$ cat config.mk
export PLATFORM = sky130hd
export DESIGN_NAME = shift_sequencer_flat
export DESIGN_NICKNAME = d
export VERILOG_FILES = /design/src/rtl/shift_sequencer_pkg.sv /design/src/rtl/shift_sequencer_if.sv /design/src/rtl/shift_sequencer_counter.sv /design/src/rtl/shift_sequencer.sv /design/src/flat_wrapper.sv
export SDC_FILE = /design/constraint.sdc
export NUM_CORES = 1
export LEC_CHECK = 0
export CORE_ASPECT_RATIO = 0.9
export CORE_MARGIN = 1.5
export CORE_UTILIZATION = 35
export DETAILED_ROUTE_END_ITERATION = 16
export PLACE_DENSITY_LB_ADDON = 0.2
export SYNTH_ARGS = -nofsm -noshare
export SYNTH_HDL_FRONTEND = slang
export SYNTH_SLANG_ARGS = --single-unit
$ cat constraint.sdc
create_clock -name CLK -period 3.7 [get_ports CLK]
set_clock_uncertainty 0.15 [all_clocks]
set_input_delay 0.555 -clock CLK [delete_from_list [all_inputs] [get_ports CLK]]
set_output_delay 0.555 -clock CLK [all_outputs]
set_load 0.01 [all_outputs]
$ cat src/rtl/shift_sequencer_pkg.sv
// Shared types and constants for the multi-cycle shift sequencer.
// Holds the FSM state encoding, default sizes and ShiftALUMux select values.
package ShiftSeqPkg;

  localparam int WIDTH_DEF = 8;
  localparam int CNT_W_DEF = 3;

  localparam logic SEL_SOURCE1 = 1'b0;
  localparam logic SEL_SOURCE2 = 1'b1;

  typedef enum logic [1:0] {
    IDLE,
    RUN,
    DONE
  } state_t;

endpackage

$ cat src/rtl/shift_sequencer_if.sv
// Decoder / ShiftALUMux / ALU side signals of the shift sequencer.
// The slave modport is the sequencer; master is the surrounding datapath.
interface shift_sequencer_if
  import ShiftSeqPkg::*;
#(
  parameter int WIDTH = WIDTH_DEF,
  parameter int CNT_W = CNT_W_DEF
) ();

  logic             Start;
  logic             Dir;
  logic [CNT_W-1:0] Amount;
  logic [WIDTH-1:0] MuxOut;
  logic [WIDTH-1:0] AluOut;
  logic             Shift;
  logic             ShiftDir;
  logic [WIDTH-1:0] SeqOperand;
  logic             Stall;
  logic             Done;
  logic             RegWrite;

  modport master (
    output Start, Dir, Amount, MuxOut, AluOut,
    input  Shift, ShiftDir, SeqOperand, Stall, Done, RegWrite
  );

  modport slave (
    input  Start, Dir, Amount, MuxOut, AluOut,
    output Shift, ShiftDir, SeqOperand, Stall, Done, RegWrite
  );

endinterface

$ cat src/rtl/shift_sequencer_counter.sv
// Loadable down-counter tracking the remaining shift passes.
// Saturates at zero so it can never wrap back to the maximum count.
module ShiftSeqCounter #(
  parameter int CNT_W = 3
) (
  input  logic             clk,
  input  logic             rst_n,
  input  logic             load,
  input  logic             decrement,
  input  logic [CNT_W-1:0] load_value,
  output logic             is_one
);

  logic [CNT_W-1:0] count;

  always_ff @(posedge clk or negedge rst_n) begin
    if (!rst_n) begin
      count <= '0;
    end else if (load) begin
      count <= load_value;
    end else if (decrement && (count != '0)) begin
      count <= count - CNT_W'(1);
    end
  end

  assign is_one = (count == CNT_W'(1));

endmodule

$ cat src/rtl/shift_sequencer.sv
// Multi-cycle N-bit logical shift controller driving the ShiftALUMux and ALU.
// Optional SHIFT_SEQ_EARLY_EXIT_EN: finish as soon as a pass produces zero.
module shift_sequencer
  import ShiftSeqPkg::*;
#(
  parameter int WIDTH = WIDTH_DEF,
  parameter int CNT_W = CNT_W_DEF
) (
  input logic             CLK,
  input logic             Reset_n,
  shift_sequencer_if.slave bus
);

  state_t           state, state_next;
  logic [WIDTH-1:0] seq_operand, seq_operand_next;
  logic             dir_reg, dir_reg_next;
  logic             cnt_load, cnt_dec, cnt_is_one;
  logic [CNT_W-1:0] cnt_value;
  logic             alu_zero;
  logic             shift_sel, shift_dir, stall, done_pulse;

`ifdef SHIFT_SEQ_EARLY_EXIT_EN
  assign alu_zero = (bus.AluOut == '0);
`else
  assign alu_zero = 1'b0;
`endif

  assign cnt_value = bus.Amount - CNT_W'(1);

  ShiftSeqCounter #(.CNT_W(CNT_W)) u_counter (
    .clk        (CLK),
    .rst_n      (Reset_n),
    .load       (cnt_load),
    .decrement  (cnt_dec),
    .load_value (cnt_value),
    .is_one     (cnt_is_one)
  );

  always_ff @(posedge CLK or negedge Reset_n) begin
    if (!Reset_n) begin
      state       <= IDLE;
      seq_operand <= '0;
      dir_reg     <= 1'b0;
    end else begin
      state       <= state_next;
      seq_operand <= seq_operand_next;
      dir_reg     <= dir_reg_next;
    end
  end

  // Pass 1 happens in the accepting IDLE cycle; RUN covers the remaining passes.
  always_comb begin
    state_next       = state;
    seq_operand_next = seq_operand;
    dir_reg_next     = dir_reg;
    cnt_load         = 1'b0;
    cnt_dec          = 1'b0;
    shift_sel        = SEL_SOURCE1;
    shift_dir        = bus.Dir;
    stall            = 1'b0;
    done_pulse       = 1'b0;
    case (state)
      IDLE: begin
        stall = bus.Start;
        if (bus.Start) begin
          if (bus.Amount == '0) begin
            seq_operand_next = bus.MuxOut;
            state_next       = DONE;
          end else begin
            seq_operand_next = bus.AluOut;
            if ((bus.Amount == CNT_W'(1)) || alu_zero) begin
              state_next = DONE;
            end else begin
              cnt_load     = 1'b1;
              dir_reg_next = bus.Dir;
              state_next   = RUN;
            end
          end
        end
      end
      RUN: begin
        shift_sel        = SEL_SOURCE2;
        stall            = 1'b1;
        shift_dir        = dir_reg;
        seq_operand_next = bus.AluOut;
        cnt_dec          = 1'b1;
        if (cnt_is_one || alu_zero) begin
          state_next = DONE;
        end
      end
      DONE: begin
        done_pulse = 1'b1;
        state_next = IDLE;
      end
      default: begin
        state_next = IDLE;
      end
    endcase
  end

  // Stall is masked by reset so every output except ShiftDir reads 0 while held in reset.
  assign bus.Shift      = shift_sel;
  assign bus.ShiftDir   = shift_dir;
  assign bus.SeqOperand = seq_operand;
  assign bus.Stall      = stall & Reset_n;
  assign bus.Done       = done_pulse;
  assign bus.RegWrite   = done_pulse;

endmodule

$ cat src/flat_wrapper.sv
// flat-port wrapper written by rule: the top's interface ports become plain ports
module shift_sequencer_flat import ShiftSeqPkg::*;
#(
  parameter int WIDTH = WIDTH_DEF,
  parameter int CNT_W = CNT_W_DEF
)
  (CLK, Reset_n, bus_Start, bus_Dir, bus_Amount, bus_MuxOut, bus_AluOut, bus_Shift, bus_ShiftDir, bus_SeqOperand, bus_Stall, bus_Done, bus_RegWrite);
  shift_sequencer_if #(.WIDTH(WIDTH), .CNT_W(CNT_W)) bus_i ();
  input logic CLK;
  input logic Reset_n;
  input wire logic [$bits(bus_i.Start)-1:0] bus_Start;
  input wire logic [$bits(bus_i.Dir)-1:0] bus_Dir;
  input wire logic [$bits(bus_i.Amount)-1:0] bus_Amount;
  input wire logic [$bits(bus_i.MuxOut)-1:0] bus_MuxOut;
  input wire logic [$bits(bus_i.AluOut)-1:0] bus_AluOut;
  output wire logic [$bits(bus_i.Shift)-1:0] bus_Shift;
  output wire logic [$bits(bus_i.ShiftDir)-1:0] bus_ShiftDir;
  output wire logic [$bits(bus_i.SeqOperand)-1:0] bus_SeqOperand;
  output wire logic [$bits(bus_i.Stall)-1:0] bus_Stall;
  output wire logic [$bits(bus_i.Done)-1:0] bus_Done;
  output wire logic [$bits(bus_i.RegWrite)-1:0] bus_RegWrite;
  assign bus_i.Start = bus_Start;
  assign bus_i.Dir = bus_Dir;
  assign bus_i.Amount = bus_Amount;
  assign bus_i.MuxOut = bus_MuxOut;
  assign bus_i.AluOut = bus_AluOut;
  assign bus_Shift = bus_i.Shift;
  assign bus_ShiftDir = bus_i.ShiftDir;
  assign bus_SeqOperand = bus_i.SeqOperand;
  assign bus_Stall = bus_i.Stall;
  assign bus_Done = bus_i.Done;
  assign bus_RegWrite = bus_i.RegWrite;
  shift_sequencer #(.WIDTH(WIDTH), .CNT_W(CNT_W)) u_core (.CLK(CLK), .Reset_n(Reset_n), .bus(bus_i));
endmodule
# Yosys cells after proc, flatten, opt, wreduce, memory -nomap -nowiden
# Cells that the tools add are included.
[totals] register_bits=14 in_bits=23 out_inout_bits=13 wordCells=42
[op_classes] addsub=2 n_eq_ne=6 mux=18 bitwise_logic=3 n_reduce_logical=9
[ops] cell="2-to-1 mux 8 bit" n=2
[ops] cell="case mux 8 bit (2 select lines)" n=1
[ops] cell="2-to-1 mux 2 bit" n=4
[ops] cell="2-to-1 mux 1 bit" n=7
[ops] cell="equality test 3 x 1 -> 1 bit, second input constant" n=2
[ops] cell="2-to-1 mux 3 bit" n=2
[ops] cell="subtractor 3 x 1 -> 3 bit, second input constant" n=2
[ops] cell="case mux 2 bit (2 select lines)" n=1
[ops] cell="AND reduction 2 bit" n=2
[ops] cell="AND reduction 4 bit" n=1
[ops] cell="nonzero test 2 bit" n=2
[ops] cell="zero test 3 bit" n=1
[ops] cell="nonzero test 3 bit" n=1
[ops] cell="equality test 2 x 1 -> 1 bit, second input constant" n=1
[ops] cell="equality test 2 bit, second input constant" n=1
[ops] cell="zero test 2 bit" n=1
[ops] cell="!= test 2 x 1 -> 1 bit, second input constant" n=1
[ops] cell="!= test 2 bit, second input constant" n=1
[ops] cell="NOT 1 bit" n=2
[ops] cell="case mux 1 bit (2 select lines)" n=1
[ops] cell="bitwise AND 1 bit" n=1
[ops] cell="logical AND 1 bit" n=1

# Longest topological paths before layout
[logic_depth] ltp_word=6 mapped_depth=7 mapped_depth_nobuf=6

# Modules after synthesis
# A second synthesis with hierarchy kept.
[hier_totals] cells_unflattened=97 hier_area_um2=859.6
[modules_own_cells] module="shift_sequencer" instances=1 cells_per_inst=73 area_each_um2=638.1 seq_area_each_um2=275.3
[modules_own_cells] module="ShiftSeqCounter" instances=1 cells_per_inst=24 area_each_um2=221.5 seq_area_each_um2=75.1

# Worst setup path before layout
# No wires, ideal clock.
[synth_timing] path_kind="input port to flip-flop" from="input bus_Amount[0]" to="register u_core.u_counter.count[2]" setup_ns=0.126 arrival_time_ns=2.069 slack_ns=1.355 path_stages=7 n_path_buf=1 cell_sequence="inv_1 > ha_1 > ha_1 > buf_6 > or2_4 > or3_4 > a311o_1"
[synth_via] elab_chain_cells=6
[synth_lines] element="from (decl)" line_no="flat_wrapper.sv:13" source="input wire logic [$bits(bus_i.Amount)-1:0] bus_Amount;"
[synth_lines] element="equality test 3 x 1 -> 1 bit" line_no="shift_sequencer.sv:71" source="if ((bus.Amount == CNT_W'(1)) || alu_zero) begin"
[synth_lines] element="2-to-1 mux 1 bit" line_no="shift_sequencer.sv:71"
[synth_lines] element="2-to-1 mux 1 bit" line_no="shift_sequencer.sv:66" source="if (bus.Amount == '0) begin"
[synth_lines] element="2-to-1 mux 1 bit" line_no="shift_sequencer.sv:65" source="if (bus.Start) begin"
[synth_lines] element="2-to-1 mux 1 bit" line_no="shift_sequencer.sv:62" source="case (state)"
[synth_lines] element="2-to-1 mux 3 bit / nonzero test 2 bit (equally long branches)"
[synth_lines] element="to (signal assigned)" line_no="shift_sequencer_counter.sv:20" source="count <= load_value;"
[synth_lines] element="to (signal assigned)" line_no="shift_sequencer_counter.sv:22" source="count <= count - CNT_W'(1);"
[synth_lines] element="to (decl)" line_no="shift_sequencer_counter.sv:14" source="logic [CNT_W-1:0] count;"
# Several ways; a longest one is shown, not always the timed one.
# A chain may end at the register's enable or synchronous reset.

# Worst setup path after layout
[layout_timing] from="register u_core.state[1]" to="output bus_ShiftDir"
[layout_via] elab_chain_cells=2
[layout_lines] element="from (decl)" line_no="shift_sequencer.sv:14" source="state_t state, state_next;"
[layout_lines] element="from (signal assigned)" line_no="shift_sequencer.sv:45" source="state <= state_next;"
[layout_lines] element="equality test 2 x 1 -> 1 bit" line_no="shift_sequencer.sv:62"
[layout_lines] element="2-to-1 mux 1 bit" line_no="shift_sequencer.sv:62"
[layout_lines] element="to (decl)" line_no="flat_wrapper.sv:17" source="output wire logic [$bits(bus_i.ShiftDir)-1:0] bus_ShiftDir;"
# Every way passes these cells.

==> key figures <==
Finish
  • Layout cells sized above 1: 0.06923
  • Sequential cell area: ~350 µm²
  • Post-route design area: around 1300 µm²
  • Non-filler instance count after layout: around 160
  • Area grow syn2layout: 45.92%
  • Fin nets: 160
  • Diode count: 0
  • Max reg flops: 8
  • Commonest cells after routing, fill and taps aside: 35 x clkdlybuf4s50_1, 14 x dfrtp_1, 10 x o21ai_0
  • Most common cell after layout, fill and taps aside: clkdlybuf4s50_1
  • Filler cell count: 231
  • Footprint of the multi-input gates: between 400 and 500 µm²

Synthesis
  • Post-synthesis mux area share: 0.02478
  • Netlist Area Pre-Place: 858.3 µm²
  • Yosys warns: 0
  • Post-synthesis compound-gate area fraction: 0.1851
  • Mapped Cells: 96
  • Largest family of logic cells by synthesized area: simple AND/OR/NAND/NOR gates
  • Seq/Total Area, Yosys: 0.4082
  • Synth Area in XOR/XNOR: 0
  • Post-Syn Nets: roughly 130
  • Synth Area per Inst: a little under 9 µm²
  • Distinct cells, synth: 27
  • Post-synthesis simple-gate area fraction: 0.2201
  • Synthesized-area fraction occupied by adder cells: 0.08746
  • Flop and latch count out of synthesis: 14

Setup path
  • FF-to-FF setup slack: 1.68 ns
  • Cell family with the largest share of critical-path delay: buffers and inverters
  • Worst reg2reg endpoint: u_core.bus.SeqOperand[6]
  • CP max FO: 17
  • Crit path launch type: flip-flop
  • Worst Path Required: roughly 3 ns
  • Reg2reg start: u_core.state[1]
  • Crit path cell chain: nand2b_1 > clkinv_1 > nand2_1 > nand2_1 > clkdlybuf4s50_1
  • CP max-delay cell: nand2b_1
  • Critical path type: flip-flop to output pin
  • Crit-path most repeated cell: nand2_1
  • Max incr delay on CP: between 0.5 and 0.6 ns
  • CP Buf/Inv Count: 2
  • R2R depth: 4
  • Critical Path Sink Type: output pin
  • CP arrival: between 2 and 2.5 ns

Clocking
  • # hold bufs at CTS: 0
  • Clk_lat worst skew: about 0.28 ns
  • Num CTS Buffers: 3
  • Setup bufs post-CTS: 0
  • Cts repair resizes: 0
  • CTS clk-pin slew, worst paths: approximately 0.080 ns
  • Longest Clk Path Bufs: 2
  • Root Buffer: clkbuf_4
  • H-tree level count: 1
  • CTS tree: done
  • Clock Sinks: 14

Min path
  • WHS Path Cells: 1
  • Worst hold start: u_core.dir_reg
  • HP Class: flip-flop to flip-flop
  • Hold EP: u_core.dir_reg

Placement
  • Post-DP HPWL: ~1.5 mm
  • Area after DPL: 1216 µm²
  • Pre-CTS setup slack: about 0.70 ns
  • Dpl cells: roughly 150
  • Gpl congestion: just under 0.8
  • Number of port buffers: 35

GRT
  • All-layer global routing usage: 0.1557
  • Largest net degree at the start of global routing: 18
  • First-pass GRT wire length: around 3.4 mm
  • Vias in the first global route: 769
  • Grt ovf: 0
  • Antenna violations before repair: 0

Timing
  • Final setup TNS: 0 ns
  • Post-route setup slack: roughly 0.70 ns
  • Worst Tran Pin Value: roughly 0.62 ns
  • Maximum clock frequency: 332.9 MHz
  • Final Hold Viols: 0
  • Slew Viols, Final: 0
  • Max-slew headroom: 0.5835
  • Period utilisation layout: 0.8119
  • Setup Viol. Count Final: 0
  • RSZ-0062 raised after global routing: no
  • Min Tclk post-route: around 3.0 ns

Detailed routing
  • Post-DR vias/cell: slightly above 5
  • Final WL: a little under 2 mm
  • Via count: ~800
  • Wire per inst: around 12 µm
  • Post-DRT Antenna Nets: 0
  • DR pass1 iterations: 4
  • Initial DRC Count: 8
  • DRC viols: 0

Floorplanning
  • Die area: roughly 2800 µm²
  • Placeable Area: about 2200 µm²
  • Die W: 55.20 µm
  • Die H: 49.98 µm
  • Initial Utilization: 0.3828
  • Rows: 16
  • I/O pin total: 36

Outcome
  • Status: finished, final reports clean

Flow run
  • Max Cap Viol: 0

Power and ir drop
  • Pwr Total: 889.8 µW
  • P_leak: around 0.52 nW
  • Worst VDD drop: roughly 0.00044 V
  • Pwr Density: 710.4 nW/µm²
-- cell usage after synthesis --
cell type	number	area, µm²
a31oi_1	9	56.30
o21ai_0	10	50.05
inv_1	7	26.28
and3b_1	1	8.760
o21ba_2	1	10.01
or3_4	1	11.26
or3_1	2	12.51
a211oi_1	1	7.510
o221ai_1	1	8.760
dfrtp_1	14	350.3
clkinv_1	1	3.750
buf_6	1	11.26
nor2b_1	4	25.02
buf_4	1	7.510
o32ai_1	1	8.760
a311o_1	1	10.01
nand3_1	8	40.04
or2_4	1	8.760
o21bai_1	1	7.510
nor4_1	2	12.51
nand2_1	3	11.26
clkbuf_1	4	15.01
mux2i_1	1	10.01
mux2_2	1	11.26
nand2b_1	4	25.02
nor2_1	9	33.78
ha_1	6	75.07
-- how the worst max path moves through the flow --
stage,from,endpoint,slack [ns],depth (start not counted)
final,u_core.state[1],bus_ShiftDir,0.70,5
after CTS,u_core.state[1],bus_ShiftDir,0.69,5
after floorplan,bus_Amount[0],u_core.u_counter.count[2],1.36,7
after global placement,bus_Amount[0],u_core.u_counter.count[2],0.75,7
after global routing,u_core.state[1],bus_ShiftDir,0.53,5
after detailed placement,bus_Amount[0],u_core.u_counter.count[2],0.70,7
-- logic make-up (layout without fill, tap and decap cells) --
kind of cell | Yosys count | in the layout
simple gates | 35 | 35
fa+ha+maj | 6 | 6
flops | 14 | 14
compound gates | 25 | 25
buf+inv | 14 | 48
mux | 2 | 2
-- per-layer routing --
| layer | track usage | wire (µm) | up-vias |
|---|---|---|---|
| li1 | - | - | 408 |
| met1 | 0.1974 | 879 | 368 |
| met2 | 0.2540 | 905 | 21 |
| met3 | 0.05512 | 129 | 2 |
| met4 | 0.03659 | 15 | 0 |
| met5 | 0 | 0 | - |
-- final cells by class --
class                           instances  share of cell area
Multi-Input combinational cell         68              0.3546
Timing Repair Buffer                   36              0.2857
Sequential cell                        14              0.2797
Clock buffer                            4             0.02897
Tap cell                               27             0.02697
Inverter                                8             0.02398
-- stage by stage --
stage,util,hold WS (ns)
after global placement,0.5424,0.3502
after global routing,0.5586,0.3833
after detailed placement,0.5424,0.3521
after floorplan,-,0.1094
final,0.5586,0.3712
after CTS,0.5586,0.3708
-- where the power goes --
part / switching, mW / internal, mW / total, mW
clock: 0.0484 / 0.0599 / 0.108
combinational: 0.241 / 0.259 / 0.499
sequential: 0.0508 / 0.231 / 0.282
Power figures use the tool's default switching activity.
